$ cat config.mk
export PLATFORM = sky130hd
export DESIGN_NAME = sender_tx_sched_flat
export DESIGN_NICKNAME = d
export VERILOG_FILES = /design/src/rtl/sender_pkg.sv /design/src/rtl/sender_tx_sched_if.sv /design/src/rtl/sched_pend_ch.sv /design/src/rtl/sender_tx_sched.sv /design/src/flat_wrapper.sv
export SDC_FILE = /design/constraint.sdc
export NUM_CORES = 1
export LEC_CHECK = 0
export CELL_PAD_IN_SITES_DETAIL_PLACEMENT = 0
export CELL_PAD_IN_SITES_GLOBAL_PLACEMENT = 1
export CORE_UTILIZATION = 40
export DETAILED_ROUTE_END_ITERATION = 10
export PLACE_DENSITY = 0.86
export SLEW_MARGIN = 10
export SYNTH_ARGS = -nofsm -noshare
export SYNTH_HDL_FRONTEND = slang
export SYNTH_SLANG_ARGS = --single-unit
export TNS_END_PERCENT = 100
$ cat constraint.sdc
create_clock -name sysclk -period 2.3 [get_ports sysclk]
set_input_delay 0.69 -clock sysclk [delete_from_list [all_inputs] [get_ports sysclk]]
set_output_delay 0.69 -clock sysclk [all_outputs]
set_load 0.01 [all_outputs]
$ cat src/rtl/sender_pkg.sv
// Shared types and constants for the sender transmit scheduler.
package sender_pkg;

   localparam int unsigned NCH_DEF   = 4;
   localparam int unsigned CH_W      = 2;
   localparam int unsigned OVR_W_DEF = 8;
   localparam int unsigned WDOG_W    = 16;

   localparam logic [WDOG_W-1:0] TMO_CYC_DEF = 16'd12000;

   // Traffic class to channel mapping; lower index wins arbitration.
   localparam int unsigned CH_6K  = 0;
   localparam int unsigned CH_3K  = 1;
   localparam int unsigned CH_1K  = 2;
   localparam int unsigned CH_SEC = 3;

   typedef enum logic [1:0] {
      ST_IDLE = 2'd0,
      ST_REQ  = 2'd1,
      ST_BUSY = 2'd2
   } state_e;

endpackage

$ cat src/rtl/sender_tx_sched_if.sv
// Grant handshake between the scheduler (master) and the transmit engine (slave).
interface sender_tx_sched_if;

   logic                         tx_req;
   logic [sender_pkg::CH_W-1:0]  tx_ch;
   logic                         busy;
   logic                         tx_ack;
   logic                         tx_done;

   modport master (output tx_req, tx_ch, busy, input tx_ack, tx_done);
   modport slave  (input tx_req, tx_ch, busy, output tx_ack, tx_done);

endinterface

$ cat src/rtl/sched_pend_ch.sv
// Per-class trigger edge detect, pending flag and saturating overrun counter.
module sched_pend_ch #(
   parameter int unsigned OVR_W = 8
) (
   input  logic             clk_i,
   input  logic             rst_ni,
   input  logic             trig_i,
   input  logic             en_i,
   input  logic             gnt_i,
   input  logic             active_i,
   input  logic             cnt_clr_i,
   output logic             pend_o,
   output logic [OVR_W-1:0] ovr_cnt_o
);

   logic             trig_q;
   logic             pend_q, pend_d;
   logic [OVR_W-1:0] cnt_q, cnt_d;
   logic             rise;
   logic             ovr;

   assign rise = trig_i & ~trig_q;

   // A rise on the grant cycle sees pend_q=1, so it re-arms and counts as overrun.
   always_comb begin
      ovr    = rise & en_i & (pend_q | active_i);
      pend_d = en_i & ((pend_q & ~gnt_i) | rise);
      cnt_d  = cnt_q;
      if (cnt_clr_i) begin
         cnt_d = '0;
      end else if (ovr && (cnt_q != '1)) begin
         cnt_d = cnt_q + OVR_W'(1);
      end
   end

   always_ff @(posedge clk_i) begin
      if (!rst_ni) begin
         trig_q <= 1'b0;
         pend_q <= 1'b0;
         cnt_q  <= '0;
      end else begin
         trig_q <= trig_i;
         pend_q <= pend_d;
         cnt_q  <= cnt_d;
      end
   end

   assign pend_o    = pend_q;
   assign ovr_cnt_o = cnt_q;

endmodule

$ cat src/rtl/sender_tx_sched.sv
// Fixed-priority scheduler granting the shared transmit engine to periodic traffic classes,
// with a watchdog that drops transfers the engine never completes.
module sender_tx_sched
   import sender_pkg::*;
#(
   parameter int unsigned       NCH     = NCH_DEF,
   parameter int unsigned       OVR_W   = OVR_W_DEF,
   parameter logic [WDOG_W-1:0] TMO_CYC = TMO_CYC_DEF
) (
   input  logic                   sysclk,
   input  logic                   nrst,
   input  logic [NCH-1:0]         trig,
   input  logic [NCH-1:0]         ch_en,
   input  logic                   cnt_clr,
   sender_tx_sched_if.master      tx,
   output logic [NCH-1:0]         pend,
   output logic [NCH*OVR_W-1:0]   ovr_cnt,
   output logic                   tmo_err
);

   state_e            state_q, state_d;
   logic [CH_W-1:0]   ch_q, ch_d;
   logic              req_q, req_d;
   logic              busy_q, busy_d;
   logic              tmo_q, tmo_d;
   logic [WDOG_W-1:0] wdog_q, wdog_d;
   logic [NCH-1:0]    gnt;
   logic [NCH-1:0]    active;
   logic [CH_W-1:0]   pick;
   logic              wdog_hit;

   for (genvar g = 0; g < NCH; g++) begin : g_ch
      sched_pend_ch #(.OVR_W(OVR_W)) u_ch (
         .clk_i     (sysclk),
         .rst_ni    (nrst),
         .trig_i    (trig[g]),
         .en_i      (ch_en[g]),
         .gnt_i     (gnt[g]),
         .active_i  (active[g]),
         .cnt_clr_i (cnt_clr),
         .pend_o    (pend[g]),
         .ovr_cnt_o (ovr_cnt[g*OVR_W +: OVR_W])
      );
   end

   // Lowest set pending index wins.
   always_comb begin
      pick = '0;
      for (int i = int'(NCH) - 1; i >= 0; i--) begin
         if (pend[i]) pick = CH_W'(i);
      end
   end

   assign active   = (state_q != ST_IDLE) ? (NCH'(1) << ch_q) : '0;
   assign wdog_hit = (wdog_q == (TMO_CYC - WDOG_W'(1)));

   always_comb begin
      state_d = state_q;
      ch_d    = ch_q;
      wdog_d  = wdog_q;
      tmo_d   = 1'b0;
      gnt     = '0;
      case (state_q)
         ST_IDLE: begin
            if (|pend) begin
               state_d = ST_REQ;
               ch_d    = pick;
               wdog_d  = '0;
               gnt     = NCH'(1) << pick;
            end
         end
         ST_REQ: begin
            wdog_d = wdog_q + WDOG_W'(1);
            if (tx.tx_ack && tx.tx_done) begin
               state_d = ST_IDLE;
            end else if (wdog_hit) begin
               state_d = ST_IDLE;
               tmo_d   = 1'b1;
            end else if (tx.tx_ack) begin
               state_d = ST_BUSY;
            end
         end
         ST_BUSY: begin
            wdog_d = wdog_q + WDOG_W'(1);
            if (tx.tx_done) begin
               state_d = ST_IDLE;
            end else if (wdog_hit) begin
               state_d = ST_IDLE;
               tmo_d   = 1'b1;
            end
         end
         default: state_d = ST_IDLE;
      endcase
      req_d  = (state_d == ST_REQ);
      busy_d = (state_d != ST_IDLE);
   end

   always_ff @(posedge sysclk) begin
      if (!nrst) begin
         state_q <= ST_IDLE;
         ch_q    <= '0;
         req_q   <= 1'b0;
         busy_q  <= 1'b0;
         tmo_q   <= 1'b0;
         wdog_q  <= '0;
      end else begin
         state_q <= state_d;
         ch_q    <= ch_d;
         req_q   <= req_d;
         busy_q  <= busy_d;
         tmo_q   <= tmo_d;
         wdog_q  <= wdog_d;
      end
   end

   assign tx.tx_req = req_q;
   assign tx.tx_ch  = ch_q;
   assign tx.busy   = busy_q;
   assign tmo_err   = tmo_q;

endmodule

$ cat src/flat_wrapper.sv
// flat-port wrapper written by rule: the top's interface ports become plain ports
module sender_tx_sched_flat import sender_pkg::*;
#(
   parameter int unsigned       NCH     = NCH_DEF,
   parameter int unsigned       OVR_W   = OVR_W_DEF,
   parameter logic [WDOG_W-1:0] TMO_CYC = TMO_CYC_DEF
)
  (sysclk, nrst, trig, ch_en, cnt_clr, pend, ovr_cnt, tmo_err, tx_tx_req, tx_tx_ch, tx_busy, tx_tx_ack, tx_tx_done);
  sender_tx_sched_if tx_i ();
  input  logic sysclk;
  input  logic nrst;
  input  logic [NCH-1:0] trig;
  input  logic [NCH-1:0] ch_en;
  input  logic cnt_clr;
  output logic [NCH-1:0] pend;
  output logic [NCH*OVR_W-1:0] ovr_cnt;
  output logic tmo_err;
  output wire logic [$bits(tx_i.tx_req)-1:0] tx_tx_req;
  output wire logic [$bits(tx_i.tx_ch)-1:0] tx_tx_ch;
  output wire logic [$bits(tx_i.busy)-1:0] tx_busy;
  input wire logic [$bits(tx_i.tx_ack)-1:0] tx_tx_ack;
  input wire logic [$bits(tx_i.tx_done)-1:0] tx_tx_done;
  assign tx_tx_req = tx_i.tx_req;
  assign tx_tx_ch = tx_i.tx_ch;
  assign tx_busy = tx_i.busy;
  assign tx_i.tx_ack = tx_tx_ack;
  assign tx_i.tx_done = tx_tx_done;
  sender_tx_sched #(.NCH(NCH), .OVR_W(OVR_W), .TMO_CYC(TMO_CYC)) u_core (.sysclk(sysclk), .nrst(nrst), .trig(trig), .ch_en(ch_en), .cnt_clr(cnt_clr), .tx(tx_i), .pend(pend), .ovr_cnt(ovr_cnt), .tmo_err(tmo_err));
endmodule
# Word-level counts from Yosys, hierarchy flattened
# Index checks and enable logic that the tools add are counted.
# word_totals
ff_bits,63
output_inout_bits,41
inputBits,13
# classes
n_eq_ne,9
add_sub_neg,5
bitwise_logic,37
mux,20
shifts,2
reduce_logical,14
# ops
op,count
8-bit by 1-bit adder with 8-bit output (second input constant),4
8-bit != test (second input constant),4
16-bit case mux with 2 select lines,1
1-bit AND,20
2-bit two-way mux,10
16-bit by 1-bit adder with 16-bit output (second input constant),1
16-bit by 14-bit == test with 1-bit output (second input constant),1
16-bit two-way mux,1
4-bit two-way mux,3
1-bit NOT,9
1-bit bitwise OR,8
1-bit by 2-bit left shift with 4-bit output (first input constant),2
2-bit case mux with 3 select lines,1
2-bit nonzero test,3
1-bit logical AND,5
2-bit by 1-bit == test with 1-bit output (second input constant),2
2-bit AND reduction,2
2-bit OR reduction,2
4-bit OR reduction,1
1-bit two-way mux,3
2-bit == test (second input constant),1
2-bit logical NOT,1
2-bit by 1-bit != test with 1-bit output (second input constant),1
1-bit case mux with 2 select lines,1

# Depth between registers and ports, before layout
# logic_depth
depth_word,11
mapped_depth,8
depth_no_buf,6

# Hierarchy
# Synthesis repeated with hierarchy kept, for this count alone.
# hier_totals
hier_cells,383
hier_area_um2,3334.4
# modules_own_cells
mod,cells_each,instances,area_each_um2
sched_pend_ch,59,4,523.0
sender_tx_sched,147,1,1242.4

# Least setup slack after synthesis
# OpenSTA, ideal clock, no wires.
# synth_path
path_kind,input-to-reg
start,input port trig[0]
end,register u_core.g_ch[0].u_ch.cnt_q[5]
required_time_ns,2.230
path_slack_ns,0.403
n_path_buf,1
setup_ns,0.070
t_arrival_ns,1.827
path_stages,5
path_cell_list,nor2b_1 > o211ai_1 > clkbuf_1 > or4_1 > a21oi_1
# synth_between
elab_chain_cells,4
# synth_rtl
item,line_no,rtl
"start, declared",flat_wrapper.sv:12,input logic [NCH-1:0] trig;
1-bit AND,sched_pend_ch.sv:22,assign rise = trig_i & ~trig_q;
1-bit AND (2 in series),sched_pend_ch.sv:26,ovr = rise & en_i & (pend_q | active_i);
1-bit logical AND,sched_pend_ch.sv:31,end else if (ovr && (cnt_q != '1)) begin
"end signal, assigned",sched_pend_ch.sv:44,cnt_q <= cnt_d;
"end, declared",sched_pend_ch.sv:18,"logic [OVR_W-1:0] cnt_q, cnt_d;"
# Every way passes these cells.
# A chain may end at the register's enable or synchronous reset.

# Final worst setup path
# layout_path
start,register u_core.g_ch[2].u_ch.pend_q
end,output port pend[2]
# layout_lines
item,line_no,rtl
"start, declared",sched_pend_ch.sv:17,"logic pend_q, pend_d;"
"start signal, assigned",sched_pend_ch.sv:43,pend_q <= pend_d;
"end, declared",flat_wrapper.sv:15,output logic [NCH-1:0] pend;
# No word-level cell between the ends.

==> out/results.ini <==
[cells_and_area]
antennaDiodeCount = 0
area_growth_pct = 27.5
multi_input_comb_area_mm2 = 0.00190
final_layout_size_suffix_gt1_share_pct = 12.5
layout.filler_cells = 761
final_net_count = 473
regArea_mm2 = 0.00126

[sta]
rsz0062_at_grt = no
final_hold_violating_endpoints = 0
setup-violations-final = 0
max-slew-margin-rel_pct = 62.5
maximum_clock_rate_ghz = 0.458
period_needed_ps = 2180
tightest_slew_ps = 549
worst_clock_skew_on_the_final_layout_ps = 8.56
report.final.slew_viol_count = 0
setup_tns_ps = 0
post-route-period-util_pct = 95.0

[grt]
grt_overflow = 0
number_of_global_route_vias_before_repair = 2961
grt_max_degree = 24
grt_pass1_wl_mm = 13.4
gr-usage-all-layers_pct = 19.2
antenna_found_initial = 0

[power_and_ir_drop]
p_leak_nw = 1.45
p_sw_share_pct = 25.5
share_comb_of_total_power_pct = 12.3
p_switching_mw = 0.589
power_mw = 2.31
clockPowerShare_pct = 38.4
cell_internal_pwr_mw = 1.72
power-per-cell-area_mw_per_mm2 = 546
vdd_ir_drop_max_mv = 0.299
seq_power_share_pct = 49.3

[yosys]
netlist.area_leader.share_pct = 38.0
sequential_fraction_of_the_synthesis_area_pct = 38.0
number_of_enable_type_register_cells_in_the_synthesized_netlist = 0
ys_warn_count = 0
async_reset_ff_share_pct = 0
yosys.area_share.simple_pct = 28.2
syn_area_per_cell_um2 = 8.67
top_cells_by_area_in_the_synthesized_netlist = dfxtp_1 (38%), a21oi_1 (5.4%), o31ai_1 (4.1%), nand3_1 (3.6%), ha_1 (3.4%)
yosys_register_bits = 63
synth.top_cells.by_count = dfxtp_1 (63), a21oi_1 (36), nand3_1 (24)
synth.net_count = 405
dominant_combinational_cell_family_by_area_after_synthesis = simple AND/OR/NAND/NOR gates
post-synth-top-area-cell = dfxtp_1
netlist_instances = 383
yosys.cell_count.top_type = dfxtp_1
synthFlopType = dfxtp_1
synthXorXnorAreaFrac_pct = 1.05
syn-cell-area_mm2 = 0.00332
synth-compound-area-share_pct = 24.2
synth_fa_ha_area_share_pct = 3.39
netlist-cell-type-count = 60
synth.mux.area_fraction_pct = 0.301

[critical_path]
reg2reg_setup_slack_ps = 140
critical_path_cell_by_cell = clkdlybuf4s50_1
critical-path-slowest-cell = clkdlybuf4s50_1
r2r_start = u_core.state_q[1]$_SDFF_PN0_
rr_endpoint = u_core.g_ch[2].u_ch.ovr_cnt_o[4]$_SDFFE_PP0P_
timing.critical_path.max_delay_family = buffers and inverters
worst-endpoint-arrival_ps = 1490
crit_buf_inv = 1
setup.worst_path.end_class = output port
worstPathMaxFanout = 8
worst_r2r_path_depth = 7
crit_required_ps = 1610
critical_path_start_end_classification = flip-flop to output port
worst_setup_path_start_kind = flip-flop
crit_path_max_incr_delay_ps = 610

[flow_run]
drv.max_cap_violation_count = 0

[clock_tree]
clk-insertion-delay-late_ps = 340
clkSlewWorstSetupHoldPaths_ps = 60
htreeDepth = 3
tritoncts_clock_tree = built
cts.sink_count = 63
clockRootBuffer = clkbuf_8
clock_buffer_count_from_cts = 9
hold_buffers = 0
cts_max_path_buffers = 2

[floorplanning]
fp.coreArea_mm2 = 0.00789
die_y_um = 93.1
floorplan.initialDensity_pct = 42.1
ioPinCount = 54
std_cell_rows = 32
design.die.area_mm2 = 0.00867
die_w_um = 93.1

[route]
detail_route.wl_per_cell_um = 14.5
post_route_ant_nets = 0
route.detailed.drc = 0
detailedRoute.firstIterationViolations = 135
postRouteWirelength_mm = 8.06
num_vias = 3212
drt_pass1_iterations = 4
vias_per_cell = 5.77

[placed_design]
place.port_buffers = 53
dp_hpwl_mm = 5.74
routability_congestion_estimate_from_global_placement = 0.825

[hold_path]
worst_hold_path_startpoint = u_core.wdog_q[11]$_SDFFE_PN0P_
hold_path.class = flip-flop to flip-flop
min_delay_worst_endpoint = u_core.wdog_q[11]$_SDFFE_PN0P_
timing.hold.worst_path_depth = 2

[status]
run_status = finished clean

flip-flops by register name, indices dropped and copies added (netlist names):
register,cells
u_core.g_ch.u_ch.ovr_cnt_o,32
u_core.wdog_q,16
u_core.g_ch.u_ch.pend_o,4
u_core.g_ch.u_ch.trig_q,4
u_core.state_q,2
u_core.tx.tx_ch,2
u_core.tmo_err,1
u_core.tx.busy,1
u_core.tx.tx_req,1
power groups by stage:
stage / Combinational, mW / Clock, mW / Sequential (mW)
finish: 0.285 / 0.887 / 1.14
global route: 0.315 / 0.958 / 1.14
CTS: 0.280 / 0.917 / 1.14
detailed placement: 0.279 / 0 / 1.16
global placement: 0.276 / 0 / 1.16
floorplan: 0.162 / 0 / 1.16
cell type report:
cell class / instances / area share, %
repair buffers: 76 / 16.9
inverters: 12 / 1.06
clock inverters: 3 / 0.414
well taps: 102 / 3.01
clock buffers: 12 / 3.90
multi-input cells: 289 / 44.9
flip-flops and latches: 63 / 29.8
repair_timing:
item / in CTS / in global routing
gates resized for setup: 0 / 1
endpoints found under the setup margin: 0 / 13
setup buffers: 0 / 1
placed cells by master (no fill, tap or decap), drive strengths merged, types with 9 or more instances in the layout:
master / n
buf: 23
dfxtp: 63
or4: 18
o21ai: 17
or3: 9
inv: 12
o31ai: 18
nand3: 25
nand2: 21
nor2: 17
clkbuf: 12
ha: 9
clkdlybuf4s50: 53
a21oi: 39
cell families after synthesis:
| kind of cell | after synthesis |
|---|---|
| mux | 1 |
| compound gates | 120 |
| buf+inv | 31 |
| simple gates | 155 |
| flops | 63 |
| xor+xnor | 4 |
| fa+ha+maj | 9 |
routing by layer:
metal / vias up / share of wire (%) / wire length [µm] / track usage (%)
li1: 1610 / - / - / -
met1: 1501 / 48 / 3870 / 24.5
met2: 90 / 45 / 3630 / 31.3
met3: 11 / 5.9 / 472 / 6.26
met4: 0 / 1.1 / 86 / 4.87
met5: - / 0 / 0 / 0
per-stage QoR:
stage | hold slack [ps] | instances | utilization (%) | area [µm²] | setup slack, ps
2_1_floorplan | 448 | 383 | - | 3320 | 403
3_5_place_dp | 474 | 541 | 51.3 | 4040 | -123
3_3_place_gp | 459 | 541 | 51.3 | 4040 | -58.6
6_report | 479 | 557 | 53.7 | 4240 | 115
4_1_cts | 483 | 556 | 53.6 | 4230 | 90.4
5_1_grt | 523 | 557 | 53.7 | 4240 | 24.8
worst min-delay path: stages (launching register included):
cell     delay [ps]
dfxtp_1         320
o31ai_1          60
a21oi_1          60
worst max-delay path by stage:
stage                                               start                                            end  slack (ps)  cells after the start
floorplan                                         trig[0]  u_core.g_ch[0].u_ch.ovr_cnt_o[5]$_SDFFE_PP0P_         400                      5
CTS                          u_core.state_q[1]$_SDFF_PN0_  u_core.g_ch[2].u_ch.ovr_cnt_o[4]$_SDFFE_PP0P_          90                      6
global placement                                  trig[2]  u_core.g_ch[2].u_ch.ovr_cnt_o[4]$_SDFFE_PP0P_         -60                      5
global route                 u_core.state_q[1]$_SDFF_PN0_                  u_core.wdog_q[9]$_SDFFE_PN0P_          20                      6
finish              u_core.g_ch[2].u_ch.pend_o$_SDFF_PN0_                                        pend[2]         120                      1
detailed placement                                trig[2]  u_core.g_ch[2].u_ch.ovr_cnt_o[4]$_SDFFE_PP0P_        -120                      5
(Power assumes the default switching activity.)
